File: src/rtl/sequencer.sv
// sequencer: microprogram next-address sequencer with a wrap-around subroutine stack
module sequencer #(
  parameter int WIDTH = 12,
  parameter int DEPTH = 4
) (
  input  logic             clock,
  input  logic             reset,
  input  logic [1:0]       op,
  input  logic [WIDTH-1:0] din,
  output logic [WIDTH-1:0] yout
);
  localparam int AW = $clog2(DEPTH);
  typedef enum logic [1:0] {NEXT, JUMP, CALL, RET} op_t;
  op_t              opc;
  logic [WIDTH-1:0] upc;
  logic [WIDTH-1:0] stack [DEPTH];
  logic [AW-1:0]    sp, sp_dec;
  assign opc    = op_t'(op);
  assign sp_dec = sp - AW'(1);
  always_comb
    yout = !reset ? '0 : opc == NEXT ? upc : opc == RET ? stack[sp_dec] : din;
  // pointer arithmetic wraps silently: overflow overwrites the oldest entry, underflow reads the top slot
  always_ff @(posedge clock or negedge reset)
    if (!reset) begin
      upc <= '0;
      sp  <= '0;
      for (int i = 0; i < DEPTH; i++) stack[i] <= '0;
    end else begin
      upc <= yout + WIDTH'(1);
      if (opc == CALL) begin
        stack[sp] <= upc;
        sp        <= sp + AW'(1);
      end else if (opc == RET) sp <= sp_dec;
    end
endmodule

File: config.mk
export PLATFORM = sky130hd
export DESIGN_NAME = sequencer
export DESIGN_NICKNAME = d
export VERILOG_FILES = /design/src/rtl/sequencer.sv
export SDC_FILE = /design/constraint.sdc
export NUM_CORES = 1
export LEC_CHECK = 0
export BUFFER_PORTS_ARGS = -buffer_cell sky130_fd_sc_hd__buf_2
export CAP_MARGIN = 20
export CORE_MARGIN = 2
export CORE_UTILIZATION = 30
export DETAILED_ROUTE_END_ITERATION = 10
export GPL_TIMING_DRIVEN = 0
export PLACE_DENSITY = 0.49
export SETUP_SLACK_MARGIN = 0.4
export SLEW_MARGIN = 20
export SYNTH_ARGS = -nofsm -noshare
export SYNTH_HDL_FRONTEND = slang
export SYNTH_SLANG_ARGS = --single-unit
export TNS_END_PERCENT = 50
File: constraint.sdc
create_clock -name clock -period 5.8 [get_ports clock]
set_input_delay 0.58 -clock clock [delete_from_list [all_inputs] [get_ports clock]]
set_output_delay 0.58 -clock clock [all_outputs]
set_load 0.005 [all_outputs]
==> results.txt <==
- Hold repair after CTS inserted 0 buffers.
* Timing startpoint of the critical path: sp[0]$_DFFE_PN0P_
* Highest routed metal layer: met4
- The final count of pins violating max slew came to 0.
- For this block, the initial DRC count from the detailed router was 82.
- Transition at the pin with the smallest max-transition slack: 0.824 ns
* Maximum number of pins on one net before global-route repair: 36
- The total overflow left after global routing is 0.
- A synthesized cell averages 12.5 um^2.
* PostCTS Resize Cnt: 0
* Number of enable flip-flop cells after synthesis: 0
* CTS sink cnt: 62
- For this run, the total global-route usage over all layers was measured as 15.0%.
- Setup violations remaining at the end of the flow were counted as 0.
- Worst R2R Path Depth: 14
- Synthesis produced 260 cells.
* WL final: 8.12 mm
* Number of buffer cells added on primary ports: 26
* Termination of the worst setup path: yout[0]
* Total die area: 11700 um^2
- First-pass iteration count of the detailed router: 4
- Commonest non-fill, non-tap cell in the layout: sky130_fd_sc_hd__dfrtp_1
- After floorplanning, the core was sized to cover 10700 um^2.
- The HPWL after detailed placement is 5.81 mm.
- Final Power: 0.00169 W
- Measured against its own limit, the worst slew margin works out to 45.1%.
* Shortest period the worst path allows: 3.65 ns
- Number of buffers inserted during clock tree synthesis: 9
- Top FF cell, synth: sky130_fd_sc_hd__dfrtp_1
- Total inserted antenna cells: 0
- The run finished with clean final reports.
- Maximum buffer depth of the clock tree: 2
* Critical register-to-register path endpoint: upc[10]$_DFF_PN0_
* Setup Buffers After CTS: 0
* Global-route wire length before repair: 13.0 mm
- Sequential cells were found to cover 47.6% of the synthesized design area.
- After detailed routing, the number of vias per cell comes to 5.01.
- CTS root buffer: sky130_fd_sc_hd__clkbuf_8
* Number of antenna-violating nets in the routed design: 0
- Maxcap violations: 0
- P per Cell Area: 448 nW/um^2
* Syn Std Cell Area: 3260 um^2
- Start-to-end type of the worst setup path: reg2out
* Initial antenna violation count: 0
- Reg clk slew, reported paths: 0.07 ns
* Sum of negative setup slack: 0 ns
- Crit path DAT: 3.07 ns
* H-tree level count: 3
* RSZ-0062 raised after global routing: no
- The worst setup path is launched from a flop.
* Number of standard-cell rows in the floorplan: 38
- The startpoint identified for the worst register-to-register timing path is sp[0]$_DFFE_PN0P_.
* Layout cells sized above 1: 38.0%
- The initial utilization of the core area, before any placement, comes to 30.4%.
* Number of global-route vias before repair: 2333
- Routed met3 length: 311 um
- The later pin in the worst-skew pair is clocked with a latency of 0.34 ns.
- Leakage power of the design: 1.73 nW
- Total met2 wirelength after detailed routing: 3.72 mm
* Number of nets at the end of the flow: 319
- Count of pins on the block boundary: 28
* Synthesized netlist net count: 281
* Part of the cycle the worst path needs: 62.8%
- Register bit count reported by yosys: 62
- After detailed routing, the average wire length per cell comes to 18.3 um.
- Final clock skew: 0.0108 ns
- Worst hold slack across all endpoints: 0.157 ns
* Final number of hold-violating endpoints: 0
- Share of synthesized registers carrying an async set or reset: 100%
- Achievable clock frequency: 274 MHz
- Of all nets on the critical path, the largest fanout is 10.
- Die X-Extent: 108 um
* WL met1: 3.97 mm
- Max VDD drop: 0.163 mV
- In this run the worst hold path is classified as in2async.
- Most frequent cells in the layout: sky130_fd_sc_hd__dfrtp_1 (62), sky130_fd_sc_hd__mux2_2 (53), sky130_fd_sc_hd__buf_2 (29), sky130_fd_sc_hd__nand2_1 (14)
- For flop-to-flop paths, the worst setup slack is 2.18 ns.
* Area Growth Syn to Fin: 16.1%
* Worst Setup End Kind: output port
* Distinct cell type count after synthesis: 41
* Vias after detailed routing: 2218
- TritonCTS clock tree: yes
* Synth warn: 0
- The die is 108 um tall.
* Worst endpoint required time: 5.22 ns
- The congestion estimate from routability-driven global placement came to 0.773.
* DRC violations left: 0
[worst min-delay path by stage]
stage / from / to / slack (ns) / cells after the start
3_5_place_dp: stack[26]$_DFFE_PN0P_ / stack[26]$_DFFE_PN0P_ / 0.49 / 1
4_1_cts: reset / stack[30]$_DFFE_PN0P_ / 0.17 / 1
2_1_floorplan: reset / sp[0]$_DFFE_PN0P_ / 0.28 / 0
5_1_grt: reset / stack[30]$_DFFE_PN0P_ / 0.18 / 1
6_report: reset / stack[30]$_DFFE_PN0P_ / 0.16 / 1
3_3_place_gp: stack[26]$_DFFE_PN0P_ / stack[26]$_DFFE_PN0P_ / 0.48 / 1
[critical path, cell delays in order, from the launching register on]
cell and delay, ns:
sky130_fd_sc_hd__dfrtp_1 0.41, sky130_fd_sc_hd__buf_6 0.18, sky130_fd_sc_hd__buf_4 0.22, sky130_fd_sc_hd__inv_1 0.09, sky130_fd_sc_hd__ha_1 0.32, sky130_fd_sc_hd__buf_4 0.23
sky130_fd_sc_hd__buf_4 0.25, sky130_fd_sc_hd__mux2i_1 0.26, sky130_fd_sc_hd__a2bb2oi_1 0.18, sky130_fd_sc_hd__o311ai_1 0.19, sky130_fd_sc_hd__nand3_1 0.19, sky130_fd_sc_hd__inv_1 0.07
sky130_fd_sc_hd__buf_2 0.12
[sequential cells by signal, summed over array words and instances, names as in the netlist]
name,flops
sp,2
upc,12
stack,48
[per-layer routing]
layer,vias up,global-route usage (%)
li1,1029,-
met1,1129,20.9
met2,48,23.4
met3,12,3.68
met4,0,4.21
met5,-,0
[per-stage QoR]
stage          instances  setup slack, ns  cell area [um^2]  utilization, %
2_1_floorplan        260             2.85              3260               -
3_3_place_gp         426             1.88              3560            33.3
3_5_place_dp         427             2.22              3580            33.5
4_1_cts              443             2.13              3780            35.3
5_1_grt              443             1.93              3780            35.3
6_report             443             2.15              3780            35.3
[kinds of logic after synthesis]
| kind of cell | count (synthesis) | share of synthesized area (%) |
|---|---|---|
| multiplexers | 75 | 27.2 |
| flip-flops | 62 | 47.6 |
| AND/OR/NAND/NOR | 50 | 8.76 |
| AO/OA/AOI/OAI | 31 | 7.57 |
| buffers and inverters | 25 | 3.61 |
| XOR/XNOR | 10 | 2.69 |
| adder cells (fa/ha/maj) | 7 | 2.54 |
[Yosys cell counts, drive strengths merged (2+ instances only)]
cell | n | area [um^2]
buf | 9 | 57.6
clkbuf | 7 | 26.3
a21oi | 6 | 30.0
inv | 8 | 30.0
a311oi | 3 | 43.8
dfrtp | 62 | 1550
a211oi | 6 | 45.0
maj3 | 2 | 20.0
nor4 | 2 | 25.0
nor2b | 5 | 31.3
xor2 | 8 | 70.1
a31oi | 3 | 18.8
mux2i | 12 | 120
and2 | 6 | 37.5
or3 | 2 | 17.5
nand3 | 7 | 35.0
nand2 | 14 | 52.6
o21ai | 2 | 10.0
a22oi | 3 | 22.5
mux2 | 58 | 653
nor2 | 4 | 15.0
mux4 | 5 | 113
nor3 | 5 | 25.0
a2bb2oi | 2 | 17.5
nand4 | 5 | 46.3
ha | 5 | 62.6
xnor2 | 2 | 17.5
[layout make-up]
class	instances	area (um^2)
fill	1092	6920
inverter	9	33.8
sequential	62	1550
timing repair buffer	27	153
clock buffer	12	165
multi-input combinational	173	1590
clock inverter	4	30.0
buffer	16	83.8
tap	140	175
[power by group]
part | leakage (nW) | switching, W | internal (W)
Clock | 0.0869 | 0.000180 | 0.000190
Combinational | 0.853 | 0.000299 | 0.000341
Sequential | 0.791 | 0.0000892 | 0.000593
Total | 1.73 | 0.000569 | 0.00112
Power figures use the tool's default switching activity.
